<file path="src/rtl/stack_arbiter_if.sv">
// Client and stack-side signal bundle for the two-client LIFO arbiter.
// master: clients plus the attached stack; slave: the arbiter itself.
// All handshake pulses and strobes are single-cycle; see stack_arbiter.
interface stack_arbiter_if #(
  parameter int DW    = 4,
  parameter int DEPTH = 4,
  parameter int CW    = $clog2(DEPTH + 1)
);
  logic          req0, req1;
  logic          op0, op1;
  logic [DW-1:0] wdata0, wdata1;
  logic          gnt0, gnt1;
  logic          rej0, rej1;
  logic          rvalid0, rvalid1;
  logic [DW-1:0] rdata0, rdata1;
  logic          stk_push, stk_pop;
  logic [DW-1:0] stk_din;
  logic [DW-1:0] stk_dout;
  logic [CW-1:0] count;
  logic          full, empty;

  modport master (
    output req0, req1, op0, op1, wdata0, wdata1, stk_dout,
    input  gnt0, gnt1, rej0, rej1, rvalid0, rvalid1, rdata0, rdata1,
    input  stk_push, stk_pop, stk_din, count, full, empty
  );

  modport slave (
    input  req0, req1, op0, op1, wdata0, wdata1, stk_dout,
    output gnt0, gnt1, rej0, rej1, rvalid0, rvalid1, rdata0, rdata1,
    output stk_push, stk_pop, stk_din, count, full, empty
  );
endinterface

</file>
<file path="src/rtl/stack_arbiter.sv">
// Round-robin arbiter/sequencer for two clients sharing one LIFO stack.
// Latency: gnt/rej/stk strobes combinational in the request cycle; pop data one cycle later.
// Backpressure: losing client holds req; no grants during the pop-response cycle; illegal ops rejected.
module stack_arbiter #(
  parameter int DW    = 4,
  parameter int DEPTH = 4,
  parameter int CW    = $clog2(DEPTH + 1)
) (
  input logic            clk,
  input logic            rst,
  stack_arbiter_if.slave bus
);
  typedef enum logic {IDLE, RESP} state_t;

  state_t        state, state_nxt;
  logic          rr, rr_nxt;
  logic [CW-1:0] cnt, cnt_nxt;
  logic          rv0_q, rv1_q;
  logic [DW-1:0] rd0_q, rd1_q;
  logic          win, win_push, legal;
  logic [DW-1:0] win_data;
  logic          gnt0, gnt1, rej0, rej1, push, pop;
  logic [DW-1:0] din;
  logic          is_full, is_empty;
  logic          rvalid0, rvalid1;

  assign is_full  = (cnt == CW'(DEPTH));
  assign is_empty = (cnt == '0);

  // Arbitration, legality check and next-state decode; everything is held low in reset
  always_comb begin
    state_nxt = state;
    rr_nxt    = rr;
    cnt_nxt   = cnt;
    gnt0      = 1'b0;
    gnt1      = 1'b0;
    rej0      = 1'b0;
    rej1      = 1'b0;
    push      = 1'b0;
    pop       = 1'b0;
    din       = '0;
    // With a single requester it wins outright; with two, rr picks
    win       = (bus.req0 && bus.req1) ? rr : bus.req1;
    win_push  = win ? bus.op1 : bus.op0;
    win_data  = win ? bus.wdata1 : bus.wdata0;
    legal     = win_push ? !is_full : !is_empty;
    if (!rst) begin
      case (state)
        IDLE: begin
          if (bus.req0 || bus.req1) begin
            rr_nxt = ~win;
            if (!legal) begin
              rej0 = ~win;
              rej1 = win;
            end else begin
              gnt0 = ~win;
              gnt1 = win;
              if (win_push) begin
                push    = 1'b1;
                din     = win_data;
                cnt_nxt = cnt + 1'b1;
              end else begin
                pop       = 1'b1;
                cnt_nxt   = cnt - 1'b1;
                state_nxt = RESP;
              end
            end
          end
        end
        RESP:    state_nxt = IDLE;
        default: state_nxt = IDLE;
      endcase
    end
  end

  // Control state; rv0_q/rv1_q double as the latched id of the popping client
  always_ff @(posedge clk) begin
    if (rst) begin
      state <= IDLE;
      rr    <= 1'b0;
      cnt   <= '0;
      rv0_q <= 1'b0;
      rv1_q <= 1'b0;
    end else begin
      state <= state_nxt;
      rr    <= rr_nxt;
      cnt   <= cnt_nxt;
      rv0_q <= pop && !win;
      rv1_q <= pop && win;
    end
  end

  // Keep the last delivered pop value per client so idle rdata is stable
  always_ff @(posedge clk) begin
    if (rst) begin
      rd0_q <= '0;
      rd1_q <= '0;
    end else begin
      if (rv0_q) rd0_q <= bus.stk_dout;
      if (rv1_q) rd1_q <= bus.stk_dout;
    end
  end

  // The stack updates stk_dout at the pop edge, so the response cycle passes it straight through
  assign rvalid0 = rv0_q && !rst;
  assign rvalid1 = rv1_q && !rst;

  assign bus.gnt0     = gnt0;
  assign bus.gnt1     = gnt1;
  assign bus.rej0     = rej0;
  assign bus.rej1     = rej1;
  assign bus.rvalid0  = rvalid0;
  assign bus.rvalid1  = rvalid1;
  assign bus.rdata0   = rvalid0 ? bus.stk_dout : rd0_q;
  assign bus.rdata1   = rvalid1 ? bus.stk_dout : rd1_q;
  assign bus.stk_push = push;
  assign bus.stk_pop  = pop;
  assign bus.stk_din  = din;
  assign bus.count    = cnt;
  assign bus.full     = is_full;
  assign bus.empty    = is_empty;
endmodule

</file>
<file path="src/flat_wrapper.sv">
// flat-port wrapper written by rule: the top's interface ports become plain ports
module stack_arbiter_flat 
#(
  parameter int DW    = 4,
  parameter int DEPTH = 4,
  parameter int CW    = $clog2(DEPTH + 1)
)
  (clk, rst, bus_req0, bus_req1, bus_op0, bus_op1, bus_wdata0, bus_wdata1, bus_stk_dout, bus_gnt0, bus_gnt1, bus_rej0, bus_rej1, bus_rvalid0, bus_rvalid1, bus_rdata0, bus_rdata1, bus_stk_push, bus_stk_pop, bus_stk_din, bus_count, bus_full, bus_empty);
  stack_arbiter_if #(.DW(DW), .DEPTH(DEPTH), .CW(CW)) bus_i ();
  input logic clk;
  input logic rst;
  input wire logic [$bits(bus_i.req0)-1:0] bus_req0;
  input wire logic [$bits(bus_i.req1)-1:0] bus_req1;
  input wire logic [$bits(bus_i.op0)-1:0] bus_op0;
  input wire logic [$bits(bus_i.op1)-1:0] bus_op1;
  input wire logic [$bits(bus_i.wdata0)-1:0] bus_wdata0;
  input wire logic [$bits(bus_i.wdata1)-1:0] bus_wdata1;
  input wire logic [$bits(bus_i.stk_dout)-1:0] bus_stk_dout;
  output wire logic [$bits(bus_i.gnt0)-1:0] bus_gnt0;
  output wire logic [$bits(bus_i.gnt1)-1:0] bus_gnt1;
  output wire logic [$bits(bus_i.rej0)-1:0] bus_rej0;
  output wire logic [$bits(bus_i.rej1)-1:0] bus_rej1;
  output wire logic [$bits(bus_i.rvalid0)-1:0] bus_rvalid0;
  output wire logic [$bits(bus_i.rvalid1)-1:0] bus_rvalid1;
  output wire logic [$bits(bus_i.rdata0)-1:0] bus_rdata0;
  output wire logic [$bits(bus_i.rdata1)-1:0] bus_rdata1;
  output wire logic [$bits(bus_i.stk_push)-1:0] bus_stk_push;
  output wire logic [$bits(bus_i.stk_pop)-1:0] bus_stk_pop;
  output wire logic [$bits(bus_i.stk_din)-1:0] bus_stk_din;
  output wire logic [$bits(bus_i.count)-1:0] bus_count;
  output wire logic [$bits(bus_i.full)-1:0] bus_full;
  output wire logic [$bits(bus_i.empty)-1:0] bus_empty;
  assign bus_i.req0 = bus_req0;
  assign bus_i.req1 = bus_req1;
  assign bus_i.op0 = bus_op0;
  assign bus_i.op1 = bus_op1;
  assign bus_i.wdata0 = bus_wdata0;
  assign bus_i.wdata1 = bus_wdata1;
  assign bus_i.stk_dout = bus_stk_dout;
  assign bus_gnt0 = bus_i.gnt0;
  assign bus_gnt1 = bus_i.gnt1;
  assign bus_rej0 = bus_i.rej0;
  assign bus_rej1 = bus_i.rej1;
  assign bus_rvalid0 = bus_i.rvalid0;
  assign bus_rvalid1 = bus_i.rvalid1;
  assign bus_rdata0 = bus_i.rdata0;
  assign bus_rdata1 = bus_i.rdata1;
  assign bus_stk_push = bus_i.stk_push;
  assign bus_stk_pop = bus_i.stk_pop;
  assign bus_stk_din = bus_i.stk_din;
  assign bus_count = bus_i.count;
  assign bus_full = bus_i.full;
  assign bus_empty = bus_i.empty;
  stack_arbiter #(.DW(DW), .DEPTH(DEPTH), .CW(CW)) u_core (.clk(clk), .rst(rst), .bus(bus_i));
endmodule
</file>
<file path="config.mk">
export PLATFORM = sky130hd
export DESIGN_NAME = stack_arbiter_flat
export DESIGN_NICKNAME = d
export VERILOG_FILES = /design/src/rtl/stack_arbiter_if.sv /design/src/rtl/stack_arbiter.sv /design/src/flat_wrapper.sv
export SDC_FILE = /design/constraint.sdc
export NUM_CORES = 1
export LEC_CHECK = 0
export ABC_AREA = 1
export ABC_CLOCK_PERIOD_IN_PS = 3170
export BUFFER_PORTS_ARGS = -buffer_cell sky130_fd_sc_hd__buf_2
export CAP_MARGIN = 10
export CORE_ASPECT_RATIO = 0.8
export CORE_MARGIN = 4
export CORE_UTILIZATION = 30
export CTS_BUF_LIST = sky130_fd_sc_hd__clkbuf_8
export DETAILED_ROUTE_END_ITERATION = 12
export PLACE_DENSITY = 0.66
export SLEW_MARGIN = 20
export SYNTH_ARGS = -nofsm -noshare
export SYNTH_HDL_FRONTEND = slang
export SYNTH_SLANG_ARGS = --single-unit
export TNS_END_PERCENT = 30
</file>
<file path="constraint.sdc">
create_clock -name clk -period 3.17 [get_ports clk]
set_input_delay 0.317 -clock clk [delete_from_list [all_inputs] [get_ports clk]]
set_output_delay 0.317 -clock clk [all_outputs]
set_load 0.005 [all_outputs]
</file>
# Word level (Yosys, flattened, before mapping)

Cells that the tools add are included.

Register bits: 15
Input bits: 18
Output and inout port bits: 25
Word-level logic and storage cells: 64

$add $sub $neg: 2
Equality and inequality tests: 1
Multiplexer cells: 39
Bitwise gates (word level): 2
Reductions and logical operators: 13

Operators with widths:

| cell                | number |
|---|---|
| $mux 4              | 8 |
| $mux 1              | 29 |
| $logic_and 1x1->1   | 5 |
| $logic_not 1->1     | 4 |
| $add 3x1->3 const B | 1 |
| $eq 3x3->1 const B  | 1 |
| $logic_not 3->1     | 1 |
| $mux 3              | 1 |
| $reduce_and 3->1    | 1 |
| $sub 3x1->3 const B | 1 |
| $not 1->1           | 2 |
| $pmux 1 s2          | 1 |
| $reduce_and 2->1    | 1 |
| $logic_or 1x1->1    | 1 |

# Depth between registers and ports, before layout

Depth after elaboration: 9
Gate-level depth with buffers: 16
Depth with buffers taken out: 16

# Least setup slack after synthesis

OpenSTA, ideal clock, no wires.

Kind: reg-to-reg
Start point: register u_core.rr
End point: register u_core.cnt[2] (netlist: u_core.bus.count[2])
Library setup time: 0.121 ns
Data arrival time: 1.330 ns
Path slack: 1.719 ns
Cell stages (with the launch flop): 16
Clock period less this slack: 1.451 ns
Cells stage by stage: dfxtp_1 > inv_2 > nand2_2 > nand2_4 > nand2_2 > nand2_1 > nand2_1 > nand2_1 > inv_1 > ha_1 > inv_1 > nand2_1 > nand2_1 > nand3_1 > nand2_1 > nor2_1

Word-level cells in the longest chain between the ends: 4
Elaborated cells between the ends (all ways): 5

RTL lines:

| element                    | RTL line            | source |
|---|---|---|
| start: declaration         | stack_arbiter.sv:16 | `logic rr, rr_nxt;` |
| start signal: assignment   | stack_arbiter.sv:86 | `rr <= rr_nxt;` |
| $mux 1 *                   | stack_arbiter.sv:43 | `win = (bus.req0 && bus.req1) ? rr : bus.req1;` |
| $mux 1 *                   | stack_arbiter.sv:44 | `win_push = win ? bus.op1 : bus.op0;` |
| $mux 1                     | stack_arbiter.sv:46 | `legal = win_push ? !is_full : !is_empty;` |
| $reduce_and 3->1 (no line) | --                  |  |
| end signal: assignment     | stack_arbiter.sv:87 | `cnt <= cnt_nxt;` |
| end: declaration           | stack_arbiter.sv:17 | `logic [CW-1:0] cnt, cnt_nxt;` |

Every way passes the cells marked *; elsewhere a longest branch is shown, timed or not.
A chain may end at the register's enable or synchronous reset.

# Worst setup path after layout

Start point: register u_core.rr
End point: output bus_stk_din[0]

Word-level cells in the longest chain between the ends: 7
Elaborated cells between the ends (all ways): 9

RTL lines:

| element                                 | RTL line                                 | source |
|---|---|---|
| $mux 1 *                                | stack_arbiter.sv:43                      |  |
| $mux 4 / $mux 1 (equally long branches) | stack_arbiter.sv:45, stack_arbiter.sv:44 |  |
| $mux 4 / $mux 1 (equally long branches) | stack_arbiter.sv:58, stack_arbiter.sv:46 |  |
| $mux 4 *                                | stack_arbiter.sv:52                      | `if (!legal) begin` |
| $mux 4 *                                | stack_arbiter.sv:50                      | `if (bus.req0 \|\| bus.req1) begin` |
| $mux 4 *                                | stack_arbiter.sv:48                      | `case (state)` |
| $mux 4 *                                | stack_arbiter.sv:47                      | `if (!rst) begin` |
| end: declaration                        | flat_wrapper.sv:29                       | `output wire logic [$bits(bus_i.stk_din)-1:0] bus_stk_din;` |

Marks and branches as above.

==> metrics <==
share of layout cells above drive strength 1 a little under a third; post-route minimum period 1.943 ns; Min Hold Slack slightly above 0.3 ns; endpoints failing setup 0; hold-fix buffer count after cts 0; Num CTS Buffers 3; Die H 55.14 µm; FILL cells roughly 300; Syn. warnings 0; placed instance count 209; highest-count cells in the layout ignoring fill and taps buf_2, nand2_1, inv_1; Avg Vias per Cell approximately 4.5; clock buffer depth 2; pin count of the biggest net entering global routing 10; GR Util All Layers a little over an eighth; die span in x ~67 µm; Leakage ~0.00062 µW; Hold Path End u_core.rd0_q[2]$_SDFFE_PP0P_; I/O pin cnt 43; period utilisation layout 61.30%; most common cell after layout, fill and taps aside buf_2; Setup CP Type reg -> out; post-cts resize count 0; CTS Sinks 15; Req. time, crit path approximately 2.9 ns; Syn Area/Cell around 6.3 µm²; Cell Area, Synth about 830 µm²; Port Buffer Count 42; Max Slew Vio Count 0; Rel. slew slack approximately 66%; CTS tree built; setup TNS 0 ns; DRC Markers 0; Cell Area, Placed about 1100 µm²; die area between 3000 and 4000 µm²; post-CTS setup repair buffer count 0; pwr dens around 600 nW/µm²; Setup crit end kind primary output; Syn Nets approximately 150; CTS Root Buffer Type clkbuf_8; post-synth top area cell dfxtp_1; MaxCap Viol Count 0; Max FO, Critical Path 8; HP Class in -> reg; top cells by area, synth dfxtp_1, nand2_1, o21ai_0; clk_lat worst skew 0.25 ns; Post-Syn Instances 132; Worst Reg-to-Reg Cells 16; DR vias between 900 and 1000; RePlAce Congestion ~0.83; Non-Filler Instances 213; status completed; antenna viol nets, final 0; Worst Path Arrival around 1.6 ns; DRT iter0 DRCs 32; CTS H-tree depth 1; vias in the first global route around 850; skew final 0.005676 ns; total grt overflow 0; R2R Setup Slk 1.53 ns; area of the core approximately 2500 µm²; P&R area growth vs syn 35.74%; first-pass GRT wire length ~3.6 mm; measured slew at the worst slew-check pin 0.5013 ns; Worst Hold Depth 3; antenna cells 0; HPWL after detailed placement 1.905 mm; Total Wirelength 2.294 mm; antenna violations before repair 0; Clock Pin Slew Worst Setup and Hold Paths about 0.060 ns; unrepaired setup endpoints after global routing no; FF/Latch Area 300.3 µm²; fin nets about 200; r2r endpoint u_core.bus.count[2]$_SDFFE_PP0P_; Fmax around 0.51 GHz; Final Hold Vio Count 0; row count 16; Synth cell types 17; reg-to-reg startpoint u_core.rr$_SDFFE_PP0P_; peak supply drop between 200 and 300 µV; multi-input combinational cell area between 400 and 500 µm²; Pre-antenna DRT Iters 4; cell area after layout approximately 1100 µm²; post-DR wirelength/cell about 11 µm; Seq cells post-synth 15; top cell type's share of synthesized area between 30% and 40%; register area share after synthesis 36.04%; fin util 44.49%; CP startpoint kind flop; worst hold path startpoint bus_stk_dout[2]; Starting Density about a third
-- area by class of cell --
type	count	share of cell area (%)
Clock buffer	3	3.650
Clock inverter	1	0.4425
Inverter	26	8.628
Multi-Input combinational cell	90	38.16
Sequential cell	15	26.55
Tap cell	36	3.982
Timing Repair Buffer	42	18.58
-- sequential cells by signal (all words and copies together), names as in the netlist --
register          cells
u_core.state          1
u_core.rv1_q          1
u_core.bus.count      3
u_core.rr             1
u_core.rd0_q          4
u_core.rv0_q          1
u_core.rd1_q          4
-- synth_stat cells --
master,number
nand2_1,32
inv_1,24
o21ai_0,19
dfxtp_1,15
nor2_1,14
nand3_1,9
a21oi_1,5
nand2_2,3
inv_2,2
nand3_2,2
clkbuf_1,1
ha_1,1
nand2_4,1
nand3b_1,1
nor2_4,1
nor3_1,1
o31ai_1,1
-- per-layer routing --
layer  vias up  GRT usage, %  share of wire (%)
li1        501             -                  -
met1       427         16.16                 47
met2        30         21.88                 45
met3         0         5.253                7.6
met4         0         2.020                  0
met5         -             0                  0
-- through the flow --
stage,power (µW),setup slack (ns)
finish,676.9,1.227
global route,739.8,0.9939
CTS,686.2,1.215
detailed placement,528.2,1.427
global placement,523.7,1.461
floorplan,425.9,1.719
-- critical path, stage by stage, from the launching register on --
cell and delay (ns):
dfxtp_1 0.31, inv_2 0.06, nand2_2 0.08, nand2_4 0.11
nand2_2 0.09, nand3_1 0.09, nand2_2 0.10, nor2_4 0.14
nand3_2 0.13, a21oi_1 0.14, buf_2 0.12
-- logic make-up after synthesis --
family	share of synthesized area, %
DFF	36.04
AOI/OAI and AO/OA	15.32
buffers and inverters	12.16
and+or+nand+nor	34.99
adders and majority gates	1.501
-- how the worst max path moves through the flow --
stage                           startpoint  slack, ns  cells after the start                               end
CTS                 u_core.rr$_SDFFE_PP0P_       1.21                     10                    bus_stk_din[3]
finish              u_core.rr$_SDFFE_PP0P_       1.23                     10                    bus_stk_din[0]
global placement                  bus_req0       1.46                     10                    bus_stk_din[3]
global route        u_core.rr$_SDFFE_PP0P_       0.99                     10                    bus_stk_din[3]
detailed placement                bus_req0       1.43                     10                    bus_stk_din[3]
floorplan           u_core.rr$_SDFFE_PP0P_       1.72                     15  u_core.bus.count[2]$_SDFFE_PP0P_
-- report_power, final --
| group | switching [µW] | internal (µW) | leakage, µW | total (µW) |
|---|---|---|---|---|
| Clock | 64.6 | 86.9 | 0.0000255 | 152 |
| Sequential | 18.8 | 217 | 0.000122 | 236 |
| Combinational | 177 | 112 | 0.000471 | 289 |
| Total | 260 | 417 | 0.000619 | 677 |
(Power assumes the default switching activity.)
